File: src/rtl/mem_access_unit.sv
// mem_access_unit: memory stage between execute and a word-wide synchronous
// data RAM. It handles lb/lh/lw/lbu/lhu/sb/sh/sw, including lane steering,
// sign/zero extension and misalignment flagging.
// The core is stalled while a load is in flight.
// Optional build macro MEM_RMW_EN targets a RAM without byte enables.
// In that build, sub-word stores become a read-merge-write sequence.
module mem_access_unit #(
  parameter int ADDR_W     = 14,
  parameter int RD_LATENCY = 1    // 1..7
) (
  input  logic              clock,
  input  logic              reset,
  input  logic              mem_read,
  input  logic              mem_write,
  input  logic [5:0]        opcode,
  input  logic [31:0]       addr_result,
  input  logic [31:0]       write_data,
  output logic [31:0]       read_data,
  output logic              load_valid,
  output logic              stall,
  output logic              addr_err,
  output logic [31:0]       err_addr,
  output logic              ram_en,
  output logic              ram_wen,
  output logic [3:0]        ram_be,
  output logic [ADDR_W-1:0] ram_addr,
  output logic [31:0]       ram_wdata,
  input  logic [31:0]       ram_rdata
);

`ifdef MEM_RMW_EN
  typedef enum logic [2:0] {IDLE, LWAIT, LDONE, RMW_RD, RMW_WR} state_t;
`else
  typedef enum logic [1:0] {IDLE, LWAIT, LDONE} state_t;
`endif

  state_t      state, state_nx;
  logic [2:0]  cnt, cnt_nx;
  logic [31:0] cap_data;
  logic [1:0]  cap_off;
  logic [2:0]  cap_op;
  logic [31:0] err_addr_q;
  logic        capture, err_set, rmw_q;
  logic [2:0]  op;
  logic        is_byte, is_half, is_word, misal;
  logic [3:0]  be_lane;
  logic [31:0] wdata_rep, ld_ext;
  logic [7:0]  ld_b;
  logic [15:0] ld_h;
  logic        unused_bits;

  assign op          = opcode[2:0];
  assign unused_bits = ^opcode[5:3];

  // Size decode, misalignment, byte enables and store-lane replication.
  always_comb begin
    is_byte   = (op == 3'b000) || (op == 3'b100);
    is_half   = (op == 3'b001) || (op == 3'b101);
    is_word   = !(is_byte || is_half);
    misal     = (is_half && addr_result[0]) || (is_word && (addr_result[1:0] != 2'b00));
    be_lane   = 4'b1111;
    wdata_rep = write_data;
    if (is_byte) begin
      be_lane   = 4'b0001 << addr_result[1:0];
      wdata_rep = {4{write_data[7:0]}};
    end else if (is_half) begin
      be_lane   = addr_result[1] ? 4'b1100 : 4'b0011;
      wdata_rep = {2{write_data[15:0]}};
    end
  end

`ifdef MEM_RMW_EN
  // Merge the new lanes into the word that was read back.
  logic [31:0] merged;
  for (genvar i = 0; i < 4; i++) begin : g_lane
    assign merged[8*i +: 8] = be_lane[i] ? wdata_rep[8*i +: 8] : cap_data[8*i +: 8];
  end

  // This flag marks an LDONE that closes an RMW store, so no load result is presented.
  always_ff @(posedge clock) begin
    if (reset)                rmw_q <= 1'b0;
    else if (state == RMW_WR) rmw_q <= 1'b1;
    else if (state == IDLE)   rmw_q <= 1'b0;
  end
`else
  assign rmw_q = 1'b0;
`endif

  // Next-state logic and RAM/handshake outputs. Reset forces every output low.
  always_comb begin
    state_nx  = state;
    cnt_nx    = cnt;
    capture   = 1'b0;
    err_set   = 1'b0;
    ram_en    = 1'b0;
    ram_wen   = 1'b0;
    stall     = 1'b0;
    addr_err  = 1'b0;
    ram_be    = be_lane;
    ram_wdata = wdata_rep;
    ram_addr  = addr_result[ADDR_W+1:2];
`ifdef MEM_RMW_EN
    ram_be    = 4'b1111;
`endif
    case (state)
      IDLE: begin
        if (mem_read || mem_write) begin
          if (misal) begin
            addr_err = 1'b1;
            err_set  = 1'b1;
          end else if (mem_write) begin
`ifdef MEM_RMW_EN
            if (!is_word) begin
              ram_en   = 1'b1;
              stall    = 1'b1;
              state_nx = RMW_RD;
              cnt_nx   = 3'(RD_LATENCY - 1);
            end else
`endif
            begin
              ram_en  = 1'b1;
              ram_wen = 1'b1;
            end
          end else begin
            ram_en   = 1'b1;
            stall    = 1'b1;
            state_nx = LWAIT;
            cnt_nx   = 3'(RD_LATENCY - 1);
          end
        end
      end
      LWAIT: begin
        stall = 1'b1;
        if (cnt == 3'd0) begin
          capture  = 1'b1;
          state_nx = LDONE;
        end else begin
          cnt_nx = cnt - 3'd1;
        end
      end
`ifdef MEM_RMW_EN
      RMW_RD: begin
        stall = 1'b1;
        if (cnt == 3'd0) begin
          capture  = 1'b1;
          state_nx = RMW_WR;
        end else begin
          cnt_nx = cnt - 3'd1;
        end
      end
      RMW_WR: begin
        stall     = 1'b1;
        ram_en    = 1'b1;
        ram_wen   = 1'b1;
        ram_wdata = merged;
        state_nx  = LDONE;
      end
`endif
      LDONE:   state_nx = IDLE;   // mem_read still high here belongs to the retiring load
      default: state_nx = IDLE;
    endcase
    if (reset) begin
      capture   = 1'b0;
      err_set   = 1'b0;
      ram_en    = 1'b0;
      ram_wen   = 1'b0;
      stall     = 1'b0;
      addr_err  = 1'b0;
      ram_be    = 4'b0000;
      ram_wdata = 32'h0;
      ram_addr  = '0;
    end
  end

  // State, countdown, read capture and sticky error address.
  always_ff @(posedge clock) begin
    if (reset) begin
      state      <= IDLE;
      cnt        <= 3'd0;
      cap_data   <= 32'h0;
      cap_off    <= 2'b00;
      cap_op     <= 3'b000;
      err_addr_q <= 32'h0;
    end else begin
      state <= state_nx;
      cnt   <= cnt_nx;
      if (capture) begin
        cap_data <= ram_rdata;
        cap_off  <= addr_result[1:0];
        cap_op   <= op;
      end
      if (err_set) err_addr_q <= addr_result;
    end
  end

  // Load lane select and extension from the captured word.
  always_comb begin
    ld_b = cap_data[8*cap_off +: 8];
    ld_h = cap_off[1] ? cap_data[31:16] : cap_data[15:0];
    case (cap_op)
      3'b000:  ld_ext = {{24{ld_b[7]}}, ld_b};
      3'b100:  ld_ext = {24'h0, ld_b};
      3'b001:  ld_ext = {{16{ld_h[15]}}, ld_h};
      3'b101:  ld_ext = {16'h0, ld_h};
      default: ld_ext = cap_data;
    endcase
  end

  assign load_valid = (state == LDONE) && !rmw_q && !reset;
  assign read_data  = load_valid ? ld_ext : 32'h0;
  assign err_addr   = reset ? 32'h0 : err_addr_q;

endmodule

File: config.mk
export PLATFORM = sky130hd
export DESIGN_NAME = mem_access_unit
export DESIGN_NICKNAME = d
export VERILOG_FILES = /design/src/rtl/mem_access_unit.sv
export SDC_FILE = /design/constraint.sdc
export NUM_CORES = 1
export LEC_CHECK = 0
export CORE_MARGIN = 5
export CORE_UTILIZATION = 44
export CTS_CLUSTER_DIAMETER = 30
export CTS_CLUSTER_SIZE = 10
export DETAILED_ROUTE_END_ITERATION = 12
export PLACE_DENSITY_LB_ADDON = 0.3
export SYNTH_ARGS = -nofsm -noshare
export SYNTH_HDL_FRONTEND = slang
export SYNTH_SLANG_ARGS = --single-unit
File: constraint.sdc
create_clock -name clock -period 4.5 [get_ports clock]
set_input_delay 0.45 -clock clock [delete_from_list [all_inputs] [get_ports clock]]
set_output_delay 0.45 -clock clock [all_outputs]
set_load 0.02 [all_outputs]
==> flow_summary_export.csv, run 1 <==
group,metric,value,unit
global_routing,grt_max_degree,85,
power,internal_power,1210,uW
yosys,yosysTopAreaCell,"dfxtp_1",
timing,rsz0062_at_grt,"false",
timing,tns,0,ps
timing,layout_min_cycle_time,3210,ps
die,coreArea,0.00973,sq mm
detailed_routing,ant_nets,0,
yosys,synth.avg_cell_area,7.61,sq um
power,p_sw,463,uW
power,p_seq_share,42.3,%
global_routing,grt_pass1_wl,22900,um
critical_path,critical_path_class,"in -> out",
timing,finalMaxSlewViolations,0,
critical_path,cp_data_arrival_time,2760,ps
clock_tree,cts_buffers,9,
clock_tree,cts_tree,"built",
timing,max_freq,311,MHz
critical_path,worstPathRequired,4050,ps
place,hpwlAfterDp,11300,um
clock_tree,clockBufferDepth,2,
clock_tree,cts.reportedPaths.clkPinSlew,70,ps
power,ir_drop,0.000203,V
timing,slew-limit-headroom,48.3,%
finish,final_cells,903,
yosys,syn_inst,573,
die,die_h,110,um
yosys,ys.warnings.count,0,
critical_path,critPathSlowestCell,"clkdlybuf4s50_1",
run,cap_violations,0,
global_routing,grt_pass1_vias,4708,
die,start_util,44.8,%
place,dpl.cell_count,888,
yosys,netlist_area,0.00436,sq mm
finish,area_delta_synth_final,55.5,%
clock_tree,clock_sinks,74,
finish,drive_gt1_share,4.29,%
critical_path,setup.worst_path.end_class,"output port",
finish,fillers,772,
yosys,synth_flop_cell,"dfxtp_1",
clock_tree,h-tree-depth,3,
finish,layout_common_cells,"220 x clkdlybuf4s50_1, 97 x nand2_1, 74 x dfxtp_1",
clock_tree,clk_latency,350,ps
finish,final_cell_area,0.00678,sq mm
finish,diodes,0,
detailed_routing,finalWirelength,14800,um
yosys,synth.ff_latch_count,74,
clock_tree,postCtsHoldBufs,0,
power,leakage,0.00244,uW
power,combPwrFrac,24.3,%
finish,final_common_cell,"clkdlybuf4s50_1",
yosys,synth_edf_count,0,
yosys,synthTopCellsByArea,"dfxtp_1 34%, mux2i_1 13%, nand2_1 8.4%",
timing,worst_slew_pin_slew,775,ps
detailed_routing,routedWlPerCell,16.4,um
global_routing,grt.total_usage,24.3,%
critical_path,crit_chain,"clkdlybuf4s50_1 > nor2_2 > nor4b_2 > clkdlybuf4s50_1",
yosys,synth_top_area_share,34.0,%
finish,final_util,69.7,%
detailed_routing,firstDrtPassIters,5,
timing,hold_viol,0,
clock_tree,post_cts_buffers,0,
critical_path,slowest_delay,920,ps
yosys,synth_cell_type_count,42,
place,place_congestion,0.902,
finish,nets,874,
global_routing,overflow,0,
die,fp-row-count,36,
hold_path,hold_path.class,"reg -> reg",
timing,finalCritPeriodShare,71.4,%
status,status,"finished, final reports clean",
critical_path,startpoint_type,"input port",
power,swShare,27.8,%
critical_path,crit_fanout,15,
critical_path,crit_top_cell,"clkdlybuf4s50_1",
yosys,syn_nets,681,
yosys,async_flop_share,0,%
die,io_pins,225,
place,io_buffers,221,
clock_tree,root_buffer,"clkbuf_8",
yosys,yosysSeqAreaShare,34.0,%
power,p_clk_share,33.4,%
global_routing,antenna_found_initial,0,
place,place_area,0.00657,sq mm
power,power_density,246,mW/mm^2
clock_tree,cts.repair.resized,0,
die,dieWidth,110,um
timing,hold_ws,484,ps
detailed_routing,avgViaCountPerCell,5.16,
timing,finalClockSkew,10.3,ps
detailed_routing,drc,0,
detailed_routing,drt_iter0_markers,288,
die,fp.dieArea,0.0120,sq mm
detailed_routing,vias,4657,
timing,setup_viol,0,
-- through the flow --
stage	power, uW	setup WS (ps)
floorplan	922	2190
global placement	1120	1310
detailed placement	1130	1310
CTS	1690	1290
global route	1750	1130
finish	1670	1290
-- final timing paths --
| path | depth (start not counted) | slack (ps) | end | from |
|---|---|---|---|---|
| worst max-delay path | 4 | 1290 | addr_err | opcode[0] |
| worst min-delay path | 1 | 480 | cnt[2] | cnt[2] |
| worst min register to register | 1 | 480 | cnt[2] | cnt[2] |
| worst max register to register | 5 | 2470 | err_addr_q[27] | state[1] |
-- final cells by class --
cell class,count,area (sq um),area share [%]
multi-input cells,446,2640,38.9
repair buffers,227,2250,33.3
flip-flops and latches,74,1480,21.9
well taps,133,166,2.46
clock buffers,10,128,1.88
clock inverters,5,80.1,1.18
inverters,8,30.0,0.443
-- Yosys cell counts (2+ instances only) --
library cell   n
o31ai_1        4
o21bai_1       2
mux2i_1       55
a211oi_1       8
nor4b_1        2
nor3b_1        2
nand2b_1      38
nand2_1       97
inv_1          7
mux4_2         2
a21oi_1       24
o221ai_1       6
nor3_1         5
o22ai_1        8
o21ai_0       46
ha_1           2
nor2b_1       57
nor2_1        70
dfxtp_1       74
clkbuf_1      22
buf_6          4
buf_2         16
nand3_1        3
-- registers in the layout, indices dropped and copies added (netlist names) --
| register | flops |
|---|---|
| cap_op | 3 |
| err_addr_q | 32 |
| cap_off | 2 |
| state | 2 |
| cap_data | 32 |
| cnt | 3 |
-- layer usage --
metal,vias to the layer above,track usage [%],wire (um)
met2,194,39.2,6960
li1,2298,-,-
met4,0,8.90,399
met5,-,0,0
met1,2132,28.5,5800
met3,33,11.0,1630
-- cells by family after synthesis --
family | synth area share (%)
compound gates | 14.6
fa+ha+maj | 0.574
buf+inv | 5.83
flops | 34.0
mux | 13.9
simple gates | 31.1
-- worst max-delay path, delay by kind of cell --
kind,cells,cell delay [ps]
buffers and inverters,2,1660
and+or+nand+nor,2,640
-- power by group through the flow --
stage | clock network (uW) | registers [uW] | logic (uW)
6_report | 557 | 707 | 406
5_1_grt | 603 | 711 | 437
4_1_cts | 572 | 706 | 407
3_5_place_dp | 0 | 721 | 405
3_3_place_gp | 0 | 719 | 397
2_1_floorplan | 0 | 711 | 211
Note: power is estimated with default switching activity, not from simulation.
==> inputs of run 2 (changes only) <==
Settings changed: CORE_UTILIZATION 44 to 36.
Clock period 4.5 ns to 2.9 ns, I/O delays scaled along.
==> run 2 against run 1 <==
Clock skew is 4.5 ps lower. Combinational power is 56% higher. Via count is 0.58% lower. Worst setup slack worse by 1200 ps. Utilization decreased by 11 points. Flip-flop and latch count stayed put. Sequential power grew 56%. Total power increased by 65%. Cell count is 2.5% higher. Non-clock buffer count increased by 8. Register-to-register slack got worse by 1600 ps. Critical path type is now reg -> out.
==> flow_summary_export.csv, run 2 (synthesis gave the netlist of run 1 again) <==
group,metric,value,unit
detailed_routing,routedWlPerCell,16.2,um
die,fp-row-count,40,
hold_path,hold_path.class,"reg -> reg",
die,dieWidth,120,um
detailed_routing,dr_wl_met2,7040,um
place,place_congestion,0.890,
timing,finalCritPeriodShare,97.1,%
power,ir_drop,0.000403,V
timing,finalMaxSlewViolations,0,
power,leakage,0.00262,uW
detailed_routing,vias,4630,
timing,setup_viol,0,
finish,final_cells,926,
timing,max_freq,355,MHz
global_routing,grt_pass1_vias,4764,
timing,hold_ws,465,ps
detailed_routing,avgViaCountPerCell,5.00,
place,dpl.cell_count,908,
place,hpwlAfterDp,11300,um
clock_tree,cts_buffers,9,
power,power_density,395,mW/mm^2
finish,diodes,0,
critical_path,startpoint_type,"flop",
detailed_routing,firstDrtPassIters,4,
timing,hold_viol,0,
global_routing,grt_pass1_wl,23900,um
timing,slew-limit-headroom,30.6,%
detailed_routing,finalWirelength,15000,um
place,post-place-ws,360,ps
detailed_routing,drt_iter0_markers,227,
global_routing,overflow,0,
power,total_power,2760,uW
critical_path,setup.worst_path.end_class,"output port",
clock_tree,clock_sinks,74,
global_routing,grt.total_usage,20.5,%
global_routing,grt_max_degree,115,
die,start_util,36.4,%
critical_path,critical_path_class,"reg -> out",
finish,final_common_cell,"clkdlybuf4s50_1",
timing,worst_slack,82.8,ps
detailed_routing,drt-met1-wl,5910,um
detailed_routing,drc,0,
die,coreArea,0.0120,sq mm
die,fp.dieArea,0.0144,sq mm
clock_tree,clockBufferDepth,2,
finish,drive_gt1_share,5.65,%
place,io_buffers,221,
detailed_routing,wl_met3,1860,um
finish,area_delta_synth_final,60.0,%
critical_path,crit_fanout,12,
clock_tree,clk_latency,330,ps
finish,layout_common_cells,"215 x clkdlybuf4s50_1, 97 x nand2_1, 73 x dfxtp_1",
timing,rsz0062_at_grt,"false",
clock_tree,h-tree-depth,3,
timing,worst_slew_pin_slew,1040,ps
critical_path,worstPathRequired,2610,ps
status,status,"finished, final reports clean",
run,cap_violations,0,
clock_tree,cts_tree,"built",
timing,finalClockSkew,5.74,ps
critical_path,cp_data_arrival_time,2530,ps
detailed_routing,top_layer_used,"met4",
clock_tree,root_buffer,"clkbuf_16",
timing,tns,0,ps
die,io_pins,225,
finish,nets,882,
global_routing,antenna_found_initial,0,
finish,reg.largest.list,"cap_data (32), err_addr_q (32)",
die,die_h,120,um
timing,layout_min_cycle_time,2820,ps
clock_tree,cts.reportedPaths.clkPinSlew,60,ps
detailed_routing,ant_nets,0,
## run 2: cell count changes in the layout (fill, tap and decap cells not counted), moves of 2 or more
cell	change
buf_12	+3
buf_4	+5
bufinv_16	-2
clkbuf_16	+9
clkbuf_8	-9
clkdlybuf4s50_1	-5
dlymetal6s2s_1	+5
## run 2: stage by stage
stage	util, %	instance area [sq um]
after global routing	58.3	6970
after floorplan	-	4360
after detailed placement	55.6	6660
after CTS	57.9	6930
after global placement	55.6	6660
final	58.3	6970
## run 2: per-layer routing
layer  vias up  global-route usage (%)
met5         -                       0
met4         0                    5.37
met2       198                    33.8
li1       2316                       -
met1      2098                    23.2
met3        18                    10.9
## run 2: final cells by class
| cell class | instances | area, sq um |
|---|---|---|
| Fill cell | 1065 | 4990 |
| Multi-Input combinational cell | 446 | 2640 |
| Timing Repair Buffer | 235 | 2360 |
| Sequential cell | 74 | 1480 |
| Clock buffer | 10 | 229 |
| Tap cell | 147 | 184 |
| Clock inverter | 6 | 42.5 |
| Inverter | 8 | 30.0 |
## run 2: critical path: stages (launching register included)
cell,delay [ps]
dfxtp_1,460
or3b_1,410
inv_2,210
o21ai_0,130
a211oi_1,310
clkdlybuf4s50_1,670
## run 2: path summary, 6_finish.rpt
check / startpoint / slack, ps / depth (start not counted) / endpoint
max: state[1] / 80 / 5 / read_data[13]
min: cnt[2] / 470 / 1 / cnt[2]
max reg2reg: state[1] / 860 / 5 / err_addr_q[13]
min reg2reg: cnt[2] / 470 / 1 / cnt[2]
## run 2: power breakdown
| part | switching (uW) | internal, uW |
|---|---|---|
| combinational | 295 | 338 |
| clock | 443 | 580 |
| sequential | 39.2 | 1060 |
## run 2: timing repair
action,4_1_cts,5_1_grt
endpoints found under the setup margin,0,30
resized for setup,0,7
hold buffers,0,0
buffers inserted,0,2
